### src/rtl/fixed_point_multiplier_seq_pkg.sv
// Shared arithmetic defines for the fixed-point multiplier: default widths and
// FSM encodings, numbered above the divider's states so the two never collide.
package fixed_point_multiplier_seq_pkg;

    localparam int MUL_WIDTH = 32;
    localparam int MUL_SCALE = 16;

    typedef enum logic [3:0] {
        MUL_IDLE    = 4'd8,
        MUL_ITERATE = 4'd9,
        MUL_FINISH  = 4'd10,
        MUL_DONE    = 4'd11
    } mul_state_t;

endpackage

### src/rtl/fixed_point_multiplier_seq_abs.sv
// fixed_point_abs: combinational two's-complement magnitude plus sign bit.
// The most negative input maps to 2^(WIDTH-1) as an unsigned magnitude.
module fixed_point_abs #(
    parameter int WIDTH = 32
) (
    input  logic [WIDTH-1:0] value,
    output logic [WIDTH-1:0] mag,
    output logic             neg
);

    assign neg = value[WIDTH-1];
    assign mag = neg ? (~value + {{(WIDTH-1){1'b0}}, 1'b1}) : value;

endmodule

### src/rtl/fixed_point_multiplier_seq.sv
// Sequential signed Qm.n multiplier, C = (A * B) >> SCALE, one product bit per clock.
// FIXED_MUL_SATURATE_EN: clamp oResult on overflow instead of wrapping.
//
// state       | meaning
// MUL_IDLE    | waiting for iInputReady, latches operand magnitudes and sign
// MUL_ITERATE | WIDTH shift-add steps over the magnitudes
// MUL_FINISH  | scale, overflow check, apply sign, register oResult/oOverflow
// MUL_DONE    | oOutputReady high while the client holds iInputReady
module fixed_point_multiplier_seq
    import fixed_point_multiplier_seq_pkg::*;
#(
    parameter int WIDTH = MUL_WIDTH,
    parameter int SCALE = MUL_SCALE
) (
    input  logic             Clock,
    input  logic             Reset,
    input  logic [WIDTH-1:0] iA,
    input  logic [WIDTH-1:0] iB,
    input  logic             iInputReady,
    output logic [WIDTH-1:0] oResult,
    output logic             oOutputReady,
    output logic             oOverflow
);

    localparam int CW = (WIDTH > 1) ? $clog2(WIDTH) : 1;
    localparam logic [CW-1:0] LAST = CW'(WIDTH - 1);
    localparam logic [2*WIDTH-1:0] NEG_LIMIT = {{WIDTH{1'b0}}, 1'b1, {(WIDTH-1){1'b0}}};
    localparam logic [2*WIDTH-1:0] POS_LIMIT = NEG_LIMIT - 1'b1;

    mul_state_t state, state_next;

    logic [2*WIDTH-1:0] mcand;
    logic [2*WIDTH-1:0] acc;
    logic [WIDTH-1:0]   mplier;
    logic [CW-1:0]      counter;
    logic               sign;

    logic [WIDTH-1:0]   a_mag, b_mag;
    logic               a_neg, b_neg;

    logic [2*WIDTH-1:0] mag_full;
    logic [WIDTH-1:0]   mag;
    logic               ovf;
    logic [WIDTH-1:0]   res_wrap;
    logic [WIDTH-1:0]   res;

    fixed_point_abs #(.WIDTH(WIDTH)) u_abs_a (.value(iA), .mag(a_mag), .neg(a_neg));
    fixed_point_abs #(.WIDTH(WIDTH)) u_abs_b (.value(iB), .mag(b_mag), .neg(b_neg));

    always_ff @(posedge Clock) begin
        if (Reset) state <= MUL_IDLE;
        else       state <= state_next;
    end

    always_comb begin
        state_next = state;
        case (state)
            MUL_IDLE:    if (iInputReady) state_next = MUL_ITERATE;
            MUL_ITERATE: if (counter == LAST) state_next = MUL_FINISH;
            MUL_FINISH:  state_next = MUL_DONE;
            MUL_DONE:    if (!iInputReady) state_next = MUL_IDLE;
            default:     state_next = MUL_IDLE;
        endcase
    end

    // Magnitude is truncated before the sign is applied, so rounding is toward zero.
    always_comb begin
        mag_full = acc >> SCALE;
        mag      = mag_full[WIDTH-1:0];
        ovf      = sign ? (mag_full > NEG_LIMIT) : (mag_full > POS_LIMIT);
        res_wrap = sign ? (~mag + {{(WIDTH-1){1'b0}}, 1'b1}) : mag;
`ifdef FIXED_MUL_SATURATE_EN
        if (ovf)
            res = sign ? {1'b1, {(WIDTH-1){1'b0}}} : {1'b0, {(WIDTH-1){1'b1}}};
        else
            res = res_wrap;
`else
        res = res_wrap;
`endif
    end

    always_ff @(posedge Clock) begin
        if (Reset) begin
            mcand        <= '0;
            acc          <= '0;
            mplier       <= '0;
            counter      <= '0;
            sign         <= 1'b0;
            oResult      <= '0;
            oOverflow    <= 1'b0;
            oOutputReady <= 1'b0;
        end else begin
            case (state)
                MUL_IDLE: begin
                    oOutputReady <= 1'b0;
                    if (iInputReady) begin
                        mcand   <= {{WIDTH{1'b0}}, a_mag};
                        mplier  <= b_mag;
                        sign    <= a_neg ^ b_neg;
                        acc     <= '0;
                        counter <= '0;
                    end
                end
                // mcand shifts one place per step, equivalent to multiplicand << counter.
                MUL_ITERATE: begin
                    if (mplier[0]) acc <= acc + mcand;
                    mcand   <= mcand << 1;
                    mplier  <= mplier >> 1;
                    counter <= counter + CW'(1);
                end
                MUL_FINISH: begin
                    oResult   <= res;
                    oOverflow <= ovf;
                end
                MUL_DONE: begin
                    oOutputReady <= iInputReady;
                end
                default: begin
                    oOutputReady <= 1'b0;
                end
            endcase
        end
    end

endmodule
### config.mk
export PLATFORM = sky130hd
export DESIGN_NAME = fixed_point_multiplier_seq
export DESIGN_NICKNAME = d
export VERILOG_FILES = /design/src/rtl/fixed_point_multiplier_seq_pkg.sv /design/src/rtl/fixed_point_multiplier_seq_abs.sv /design/src/rtl/fixed_point_multiplier_seq.sv
export SDC_FILE = /design/constraint.sdc
export NUM_CORES = 1
export LEC_CHECK = 0
export BUFFER_PORTS_ARGS = -buffer_cell sky130_fd_sc_hd__buf_4
export CORE_MARGIN = 2
export CORE_UTILIZATION = 62
export DETAILED_ROUTE_END_ITERATION = 8
export GPL_ROUTABILITY_DRIVEN = 1
export PLACE_DENSITY = 0.82
export SLEW_MARGIN = 20
export SYNTH_ARGS = -nofsm -noshare
export SYNTH_HDL_FRONTEND = slang
export SYNTH_SLANG_ARGS = --single-unit
### constraint.sdc
create_clock -name Clock -period 4.25 [get_ports Clock]
set_input_delay 0.6375 -clock Clock [delete_from_list [all_inputs] [get_ports Clock]]
set_output_delay 0.6375 -clock Clock [all_outputs]
set_load 0.005 [all_outputs]
Word-level counts from Yosys, hierarchy flattened
Index checks and enable logic that the tools add are counted.

Register bits: 204. Input bits: 67.

$add $sub $neg: 5. Magnitude comparators: 2. Eq/ne operators: 9. Muxes and demuxes: 18. Bitwise gates (word level): 4. Reductions and logical operators: 6.

Operators by type and width (number): one-hot mux 64 bit (2 select lines) (2); 2-to-1 mux 64 bit (3); 2-to-1 mux 32 bit (4); adder 32 x 1 -> 32 bit, second input constant (3); NOT 32 bit (3); adder 64 bit (1); one-hot mux 32 bit (2 select lines) (1); greater-than comparator 48 x 31 -> 1 bit, second input constant (1); greater-than comparator 48 x 32 -> 1 bit, second input constant (1); == test 4 bit, second input constant (4); one-hot mux 4 bit (4 select lines) (1); 2-to-1 mux 4 bit (3); one-hot mux 5 bit (2 select lines) (1); inequality test 2 bit, second input constant (4); AND reduction 3 bit (2); adder 5 x 1 -> 5 bit, second input constant (1); == test 5 bit, second input constant (1); 2-to-1 mux 5 bit (1); AND reduction 2 bit (2); one-hot mux 1 bit (2 select lines) (1); nonzero test 2 bit (1); OR reduction 2 bit (1); 2-to-1 mux 1 bit (1); bitwise XOR 1 bit (1).

Logic depth before layout (Yosys ltp)
Gate-level depths: netlist of run 1.

Word-level depth: 5. Depth in mapped cells: 13. Mapped depth without buffers: 13.

Modules after synthesis
A second synthesis of run 1 with hierarchy kept.

Cell total of the unflattened synthesis: 1611. Area total of the unflattened synthesis: 13287.7 µm².

Modules (own cells, without submodules): fixed_point_multiplier_seq (instances 1, cells an instance 1405, area each 11718.7 µm², sequential area each 4043.9 µm²); fixed_point_abs (instances 2, cells an instance 103, area each 784.5 µm², sequential area each 0.0 µm²).

Least setup slack after synthesis of run 1
No wires, ideal clock.

Path type: input port to flip-flop. From: input port iA[5]. To: register mcand[29]. Setup time: 0.127 ns. Arrival: 2.896 ns. Data required time: 4.123 ns. Slack: 1.227 ns. Stages on the path: 10. Cells stage by stage: nor4_4 -> nand3_2 -> or3_4 -> or4_4 -> or3_4 -> o31ai_4 -> xor2_1 -> nand2_1 -> o211ai_2 -> a21oi_2.

Cells in the longest elaborated chain, start to end: 5.

RTL lines: start: declaration (line fixed_point_multiplier_seq.sv:17) `input logic [WIDTH-1:0] iA,`; NOT 32 bit (line fixed_point_multiplier_seq_abs.sv:12) `assign mag = neg ? (~value + {{(WIDTH-1){1'b0}}, 1'b1}) : value;`; adder 32 x 1 -> 32 bit (line fixed_point_multiplier_seq_abs.sv:12); 2-to-1 mux 32 bit (line fixed_point_multiplier_seq_abs.sv:12); 2-to-1 mux 64 bit (line fixed_point_multiplier_seq.sv:96) `if (iInputReady) begin`; one-hot mux 64 bit (2 select lines) (line fixed_point_multiplier_seq.sv:93) `case (state)`; end signal: assignment (line fixed_point_multiplier_seq.sv:97) `mcand <= {{WIDTH{1'b0}}, a_mag};`; end signal: assignment (line fixed_point_multiplier_seq.sv:107) `mcand <= mcand << 1;`; end: declaration (line fixed_point_multiplier_seq.sv:32) `logic [2*WIDTH-1:0] mcand;`.

Every way passes these cells. The select of a mux whose other input is x is not followed. A chain may end at the register's enable or synchronous reset.

Worst setup path after layout of run 1
From: register mcand[0]. To: register acc[60].

Cells in the longest elaborated chain, start to end: 3.

RTL lines: adder 64 bit (line fixed_point_multiplier_seq.sv:106) `if (mplier[0]) acc <= acc + mcand;`; 2-to-1 mux 64 bit (line fixed_point_multiplier_seq.sv:106); one-hot mux 64 bit (2 select lines) (line fixed_point_multiplier_seq.sv:93); end signal: assignment (line fixed_point_multiplier_seq.sv:106); end: declaration (line fixed_point_multiplier_seq.sv:33) `logic [2*WIDTH-1:0] acc;`.

Every way passes these cells. The select of a mux whose other input is x is not followed.

==> run metrics, run 1 <==
Hold-fix buffers, CTS=0; CP Cell Sequence=ha_1 -> inv_1 -> fa_1 -> nand2b_1 -> a21oi_1 -> o31a_1 -> o211ai_1 -> a21oi_1 -> o21ai_0 -> nand3_1 -> nand3_1 -> a2111o_1 -> nand3_1; Hold Crit Class=in -> reg; CP Capture Type=flop; Layout Cells excl Fill=2,087; DRT Wirelength=34.9 mm; Die Ht=151 um; Via density=6.13; number of synthesized flops with an enable pin=0; clock buffer depth=3; drt wl/cell=16.7 um; Lkg Pwr=6.21 nW; clock skew=0.0115 ns; CP max stage delay=0.47 ns; Cells after Synth=1,757; Slowest cell on crit path=a2111o_1; hpwl dp=24.9 mm; fmax=282 MHz; initial antenna violation count=0; FILL cells=1,772; # rows=53; Slew HR=0.263; Final Hold Vio Count=0; width of the die=151 um; data required time of the critical path=4.71 ns; Synth area leader=dfxtp_1; final setup vio count=0; worst path bufs/invs=1; Synth Net Count=1,897; Period minus WS final=3.55 ns; H-tree levels=1; Final Wtd Congestion=0.949; Worst Path Arrival=4.01 ns; I/O pin count=101; Placement Cell Area=0.0142 mm^2; register area share after synthesis=0.303; Async S/R FF share, synth=0; die area=0.0227 mm^2; Layout area overhead=11.5%; # diodes=0; initial core utilization=0.632; VDD IR-drop max=0.523 mV; Layout Nets=1,937; RSZ-0062 raised after global routing=false; core area=0.0211 mm^2; Pre-Repair DR Iteration Count=5; first-pass GRT wire length=57.5 mm; Design Area, Final=0.0149 mm^2; layout cell share with drive strength beyond 1=0.103; final core occ=0.705; Crit path depth=13; Final Cycle Share=0.835; DR DRC count=0; antenna-violating nets left=0; number of CTS-inserted buffers=23; Slew Viols, Final=0; postcts setup bufs=0; most used cell, CP=nand3_1; Cell variety after synth=86; delay-heaviest family, CP=compound AO/OA/AOI/OAI gates; pin count of the biggest net entering global routing=100; CP startpoint kind=flop; Max FO, Critical Path=5; mapped cell area=0.0133 mm^2; Worst Hold Depth=2; dpl cells=2,046; multi-input logic area=0.00878 mm^2; top cells by area, synth=dfxtp_1 (30%), nand2_1 (8.1%), ha_1 (6.8%); sequential cell area=0.00404 mm^2; number of synthesized register bits=202; DR vias=12,800; CTS tree=done; port bufs=100; Resized cells post-CTS=0; vias in the first global route=11,600; GRT Resource Usage Total=0.305; Clock transition at path regs=0.06 ns; Final Total Pwr=0.00702 W; Iteration-0 DRC Markers=1,027; kind of critical path=reg -> reg; setup TNS=0 ns; total congestion overflow=0; max capacitance violation total=0; ys flop type=dfxtp_1; Worst-Margin Slew=1.11 ns; clock root cell=clkbuf_16; Sink Count=202; Clock Latency Late Sink=0.52 ns; top cell type's share of synthesized area=0.303; status=finished, final reports clean; commonest cells in the netlist=nand2_1 (286), dfxtp_1 (202), nor2_1 (177); most numerous cell in the Yosys netlist=nand2_1; PwrDens=472 mW/mm^2; worst reg2reg path depth=13; Yosys warning count=0; Avg Cell Area, Syn=7.59 um^2
[power by group]
part | total (W) | internal (W) | switching [W]
clock network | 0.00188 | 0.00109 | 0.000798
registers | 0.00245 | 0.00221 | 0.000241
logic | 0.00268 | 0.000860 | 0.00182
[final timing paths]
kind                                         startpoint                      end  slack (ns)
worst max-delay path              mcand[0]$_SDFFE_PP0P_     acc[60]$_SDFFE_PP0P_        0.70
worst max register to register    mcand[0]$_SDFFE_PP0P_     acc[60]$_SDFFE_PP0P_        0.70
worst min register to register  mplier[14]$_SDFFE_PP0P_  mplier[14]$_SDFFE_PP0P_        0.45
worst min-delay path                        iInputReady        sign$_SDFFE_PP0P_        0.44
[cells by family (layout without fill, tap and decap cells)]
family	after synthesis	after routing	share of synthesized area
simple gates	640	640	0.217
compound gates	557	557	0.268
flops	202	202	0.303
buf+inv	134	189	0.0412
xor+xnor	130	130	0.0854
fa+ha+maj	73	73	0.0691
mux	21	21	0.0158
[layer usage]
metal  part of all wire  global-route usage  vias up
met4              0.020              0.0664        0
met1               0.46               0.431     6015
met2               0.46               0.495      359
met5                  0                   0        -
met3              0.061              0.0421       55
li1                   -                   -     6364
[flip-flops by register name, indices dropped and copies added (netlist names)]
register      count
oOutputReady      1
mplier           32
oOverflow         1
sign              1
oResult          32
state             2
acc              64
counter           5
mcand            64
[area by class of cell]
type,count,share of cell area
well taps,275,0.0231
clock inverters,4,0.00177
flip-flops and latches,202,0.272
clock buffers,36,0.0454
repair buffers,116,0.0591
inverters,33,0.00833
multi-input cells,1421,0.590
[metrics by stage]
stage               hold slack [ns]  worst slack [ns]
finish                        0.440             0.699
global route                  0.461             0.601
CTS                           0.417             0.811
detailed placement            0.444             0.841
global placement              0.438             0.945
floorplan                     0.432              1.23
[placed cells by master (no fill, tap or decap), types with 20 or more instances in the layout]
master / Yosys / layout
dfxtp_1: 202 / 202
clkbuf_16: 0 / 23
o31ai_1: 20 / 20
xnor2_1: 39 / 39
xor2_1: 91 / 91
nor2_1: 177 / 174
a22oi_1: 63 / 63
mux2i_1: 21 / 21
o211ai_1: 23 / 23
a21o_1: 43 / 43
or3_1: 20 / 20
a21oi_1: 150 / 150
buf_4: 2 / 115
nand2_1: 286 / 286
inv_1: 31 / 31
ha_1: 72 / 70
nand3_1: 26 / 26
o21ai_0: 131 / 131
a211oi_1: 26 / 26
Power figures use the tool's default switching activity.
==> run 2: changes to the inputs <==
- CORE_UTILIZATION: 62 -> 56
- PLACE_DENSITY: 0.82 -> 0.78
- clock period: 4.25 -> 3.16 ns (I/O delays scaled with it)
==> run 2 against run 1 <==
  * Count of clock-buffer cells in the layout shrank 3
  * Fmax grew 14%
  * Global-route usage shrank 2.1 points
  * Die area grew 10%
  * Critical endpoint is now acc[61]$_SDFFE_PP0P_
  * Largest power group unchanged
==> run metrics, run 2 (synthesis results as in run 1) <==
Lkg Pwr=6.63 nW (+6.9%); Flop pwr share=0.332 (-0.018); Layout Nets=2,009 (+3.7%); Max FO, Critical Path=6 (+1); # diodes=0 (unchanged); hpwl dp=25.5 mm (+2.3%); # rows=56 (+5.7%); Pre-Repair DR Iteration Count=5 (unchanged); vias in the first global route=12,100 (+4.4%); width of the die=158 um (+5.1%); die area=0.0251 mm^2 (+10%); Iteration-0 DRC Markers=1,057 (+2.9%); Final Cycle Share=0.987 (+0.151); VDD IR-drop max=0.412 mV (-21%); Hold Crit Class=in -> reg; data required time of the critical path=3.57 ns (-1.14 ns); Slew HR=0.396 (+0.133); I/O pin count=101 (unchanged); Via density=5.94 (-3.1%); PwrDens=633 mW/mm^2 (+34%); final hold slack=0.281 ns (-0.159 ns); antenna-violating nets left=0 (unchanged); DRT Wirelength=36.1 mm (+3.4%); fmax=321 MHz (+14%); Largest regs=acc x64, mcand x64; RSZ-0062 raised after global routing=true; clock skew=0.0229 ns (+0.0114 ns); first-pass GRT wire length=58.8 mm (+2.4%); sequential cell area=0.00405 mm^2 (+0.19%); final setup vio count=0 (unchanged); max capacitance violation total=0 (unchanged); CP Capture Type=flop; initial core utilization=0.570 (-0.0625); number of CTS-inserted buffers=24 (+4.3%); Slew Viols, Final=0 (unchanged); Clock transition at path regs=0.06 ns (about the same); Clock Power Share=0.286 (+0.018); core area=0.0234 mm^2 (+11%); clock root cell=clkbuf_16; Hold-fix buffers, CTS=0 (unchanged); initial antenna violation count=0 (unchanged); total congestion overflow=0 (unchanged); Internal Power=0.00605 W (+46%); Placement Cell Area=0.0147 mm^2 (+3.9%); Sw Ratio=0.392 (-0.0157); commonest non-fill, non-tap cell in the layout=nand2_1; layout cell share with drive strength beyond 1=0.154 (+0.0508); Final Hold Vio Count=0 (unchanged); Period minus WS final=3.12 ns (-0.433 ns); Final Wtd Congestion=0.908 (-4.3%); switching power of the nets=0.00390 W (+36%); CP startpoint kind=flop; Layout area overhead=17.9%; H-tree levels=1 (unchanged); kind of critical path=reg -> reg; Die Ht=158 um (+5.1%); DR vias=13,100 (+2.2%); FILL cells=2,027 (+14%); CTS tree=done; Worst-Margin Slew=0.906 ns (-0.199 ns); port bufs=100 (unchanged); multi-input logic area=0.00892 mm^2 (+1.6%); status=finished, final reports clean; drt wl/cell=16.4 um (-2.0%); Sink Count=202 (unchanged); DR DRC count=0 (unchanged); Clock Latency Late Sink=0.52 ns (about the same); Design Area, Final=0.0157 mm^2 (+5.7%); most frequent cells in the layout=nand2_1 (286), dfxtp_1 (196), buf_4 (186); clock buffer depth=3 (unchanged); final core occ=0.672 (-0.0333); combinational fraction of design power=0.381 (about the same); GRT Resource Usage Total=0.284 (-0.0211); pin count of the biggest net entering global routing=163 (+63%); Worst Path Arrival=3.53 ns (-0.48 ns)
run 2: cell count changes in the layout (fill, tap and decap cells not counted), moves of 3 or more:
| cell | delta |
|---|---|
| clkbuf_1 | -4 |
| bufinv_16 | +3 |
| a21oi_2 | +5 |
| a21oi_1 | -5 |
| dfxtp_2 | +6 |
| ha_4 | +3 |
| o21ai_0 | -3 |
| ha_1 | -5 |
| buf_4 | +71 |
| dfxtp_1 | -6 |
run 2: per-stage QoR:
step	instances	power [W]	TNS [ns]	setup slack, ns
2_1_floorplan	1757	0.00587	0	0.144
3_3_place_gp	2154	0.00694	0	0.00250
3_5_place_dp	2154	0.00704	-0.106	-0.0527
4_1_cts	2197	0.00993	0	0.00628
5_1_grt	2202	0.0105	-0.253	-0.0605
6_report	2202	0.00995	0	0.0419
run 2: what timing repair did:
item,4_1_cts,5_1_grt
setup buffers,3,5
cloned,0,0
resized for setup,10,26
endpoints found under the setup margin,5,22
pin swaps,10,15
run 2: path summary, 6_finish.rpt:
check | start | end | slack [ns] | depth (start not counted)
min reg2reg | mplier[27]$_SDFFE_PP0P_ | mplier[27]$_SDFFE_PP0P_ | 0.45 | 2
min | Reset | counter[4]$_SDFFE_PP0P_ | 0.28 | 2
max | mcand[21]$_SDFFE_PP0P_ | acc[61]$_SDFFE_PP0P_ | 0.04 | 11
max reg2reg | mcand[21]$_SDFFE_PP0P_ | acc[61]$_SDFFE_PP0P_ | 0.04 | 11
run 2: layout make-up:
class,count,share of cell area
Clock buffer,33,0.0443
Clock inverter,7,0.00732
Inverter,33,0.00788
Multi-Input combinational cell,1421,0.567
Sequential cell,202,0.258
Tap cell,319,0.0254
Timing Repair Buffer,187,0.0901
run 2: per-layer routing:
layer  track usage  part of all wire
met4        0.0764             0.022
met3        0.0237             0.049
met1         0.384              0.46
met2         0.487              0.47
met5             0                 0
run 2: worst max-delay path, cell delays in order, from the launching register on:
cell and delay, ns:
dfxtp_1 0.34, ha_1 0.35, and2_1 0.18, and3_1 0.20
o211a_1 0.23, a221o_1 0.41, o21ai_4 0.19, a21boi_2 0.09
o21ai_4 0.29, a2111oi_4 0.12, or3b_1 0.37, a211o_1 0.26
run 2: power by group through the flow:
stage / clock network (W) / logic, W / registers, W
detailed placement: 0 / 0.00370 / 0.00334
global route: 0.00298 / 0.00421 / 0.00335
CTS: 0.00290 / 0.00373 / 0.00330
global placement: 0 / 0.00362 / 0.00333
finish: 0.00285 / 0.00380 / 0.00331
floorplan: 0 / 0.00262 / 0.00325
==> run 3: changes to the inputs <==
- CORE_UTILIZATION: 56 -> 57
- CTS_BUF_LIST: unset -> sky130_fd_sc_hd__clkbuf_4
- PLACE_DENSITY: 0.78 -> 0.79
==> run 3 against run 2 <==
  * Non-clock buffer count did not move
  * Largest power group unchanged
  * Sequential power barely moved
  * Critical path depth did not move
  * Design area fell by 0.92%
  * Combinational power rose by 2%
  * Total power fell by 4.6%
  * Via count rose by 1.1%
  * Final cell count rose by 2.0%
==> run metrics, run 3 (synthesis results as in run 1) <==
die area=0.0246 mm^2 (-1.7%); Worst Path Arrival=3.71 ns (+0.18 ns); CP Cell Sequence=ha_4 -> a211o_1 -> a211o_1 -> a221oi_2 -> and4b_4 -> o21ai_4 -> a21boi_2 -> o21ai_4 -> a2111oi_4 -> or3b_1 -> a211o_1; Largest regs=acc x64, mcand x64; # rows=55 (-1.8%); Pre-Repair DR Iteration Count=5 (unchanged); Layout Nets=2,039 (+1.5%); clock root cell=clkbuf_4; Slowest cell on crit path=dfxtp_2; Final Cycle Share=0.998 (+0.0109); commonest non-fill, non-tap cell in the layout=nand2_1; Layout area overhead=16.8%; Final Hold Vio Count=0 (unchanged); CP Capture Type=flop; Hold-fix buffers, CTS=0 (unchanged); Final Total Pwr=0.00949 W (-4.6%); Clock Latency Late Sink=0.67 ns (+0.15 ns); width of the die=157 um (-0.86%); status=finished, final reports clean; PwrDens=609 mW/mm^2 (-3.7%); Max FO, Critical Path=6 (unchanged); clock skew=0.0331 ns (+0.0102 ns); Placement Cell Area=0.0147 mm^2 (+0.27%); total congestion overflow=0 (unchanged); pin count of the biggest net entering global routing=111 (-32%); RSZ-0062 raised after global routing=true; sequential cell area=0.00405 mm^2 (about the same); most used cell, CP=a211o_1; Lkg Pwr=6.63 nW (about the same); DRT Wirelength=36.3 mm (+0.73%); Die Ht=157 um (-0.86%); Worst-Margin Slew=0.795 ns (-0.111 ns); kind of critical path=reg -> reg; Period minus WS final=3.15 ns (+0.0344 ns); Iteration-0 DRC Markers=1,073 (+1.5%); I/O pin count=101 (unchanged); Reg-to-Reg End=acc[61]$_SDFFE_PP0P_; H-tree levels=2 (+1); port bufs=100 (unchanged); multi-input logic area=0.00890 mm^2 (-0.22%); hold_sp=Reset; final core occ=0.684 (+0.0121); r2r startpoint=acc[1]$_SDFFE_PP0P_; DR DRC count=0 (unchanged); first-pass GRT wire length=58.7 mm (-0.21%); fmax=317 MHz (-1.1%); most frequent cells in the layout=nand2_1 (285), dfxtp_1 (195), buf_4 (184); worst reg2reg path depth=11 (unchanged); GRT Resource Usage Total=0.288 (+0.00450); Final Wtd Congestion=0.933 (+2.9%); DR vias=13,200 (+1.1%); worst path bufs/invs=0 (unchanged); data required time of the critical path=3.72 ns (+0.15 ns); hpwl dp=26.3 mm (+2.9%); CTS tree=done; VDD IR-drop max=0.666 mV (+61%); clock buffer depth=3 (unchanged); initial core utilization=0.585 (+0.0156); Hold Crit Class=in -> reg; antenna-violating nets left=0 (unchanged); crit path to=acc[61]$_SDFFE_PP0P_; layout cell share with drive strength beyond 1=0.171 (+0.0174); core area=0.0228 mm^2 (-2.7%); Crit path depth=11 (unchanged); drt wl/cell=16.2 um (-1.2%); final setup vio count=0 (unchanged); Slew HR=0.465 (+0.0694); FILL cells=1,947 (-3.9%); Clock transition at path regs=0.07 ns (about the same); CP startpoint kind=flop; number of CTS-inserted buffers=54 (+130%); Slew Viols, Final=0 (unchanged); Sink Count=202 (unchanged); CP max stage delay=0.39 ns (-0.02 ns); setup slack, reg-to-reg=0.007 ns (-0.03 ns); max capacitance violation total=0 (unchanged); Via density=5.89 (-0.87%); initial antenna violation count=1 (+1); Critical Path Start=acc[1]$_SDFFE_PP0P_; vias in the first global route=12,300 (+1.6%); Design Area, Final=0.0156 mm^2 (-0.92%); delay-heaviest family, CP=compound AO/OA/AOI/OAI gates
run 3: cell types whose count changed in the layout (fill, tap and decap cells not counted), sizes merged:
cell | previous run | this run
clkbuf | 33 | 75
clkinv | 4 | 13
clkinvlp | 2 | 0
bufinv | 3 | 2
diode | 0 | 1
run 3: worst min path at each step:
stage	endpoint	slack (ns)	cells after the start
2_1_floorplan	mplier[1]$_SDFFE_PP0P_	0.43	2
3_3_place_gp	mplier[23]$_SDFFE_PP0P_	0.44	2
3_5_place_dp	mplier[20]$_SDFFE_PP0P_	0.44	2
4_1_cts	mcand[51]$_SDFFE_PP0P_	0.04	2
5_1_grt	mcand[51]$_SDFFE_PP0P_	0.03	2
6_report	mcand[51]$_SDFFE_PP0P_	0.08	2
run 3: repair_timing:
action                                  in CTS  in global routing
endpoints found under the setup margin       4                 21
buffers inserted                             2                  3
gates resized for setup                      7                 27
pin swaps                                    7                  9
run 3: layer usage:
| layer | global-route usage | vias up | part of all wire |
|---|---|---|---|
| li1 | - | 6589 | - |
| met1 | 0.383 | 6185 | 0.46 |
| met2 | 0.480 | 370 | 0.46 |
| met3 | 0.0427 | 72 | 0.050 |
| met4 | 0.0965 | 0 | 0.026 |
| met5 | 0 | - | 0 |
run 3: layout make-up:
| class | count | area share |
|---|---|---|
| Sequential cell | 202 | 0.260 |
| Tap cell | 313 | 0.0251 |
| Clock inverter | 13 | 0.00659 |
| Antenna cell | 1 | 0.000161 |
| Inverter | 33 | 0.00795 |
| Multi-Input combinational cell | 1421 | 0.571 |
| Clock buffer | 75 | 0.0361 |
| Timing Repair Buffer | 187 | 0.0925 |
run 3: through the flow:
step | setup TNS (ns) | setup slack (ns) | instances | hold WS, ns
after global routing | -0.192 | -0.0490 | 2245 | 0.0292
final | 0 | 0.00743 | 2245 | 0.0778
after global placement | 0 | 0.0202 | 2151 | 0.438
after detailed placement | -0.157 | -0.0612 | 2151 | 0.443
after CTS | 0 | 0.0105 | 2241 | 0.0366
after floorplan | 0 | 0.144 | 1757 | 0.432
run 3: report_power, final:
group | total [W] | internal, W | switching (W)
combinational | 0.00386 | 0.00135 | 0.00250
sequential | 0.00330 | 0.00298 | 0.000326
clock | 0.00233 | 0.00124 | 0.00109
total | 0.00949 | 0.00557 | 0.00392
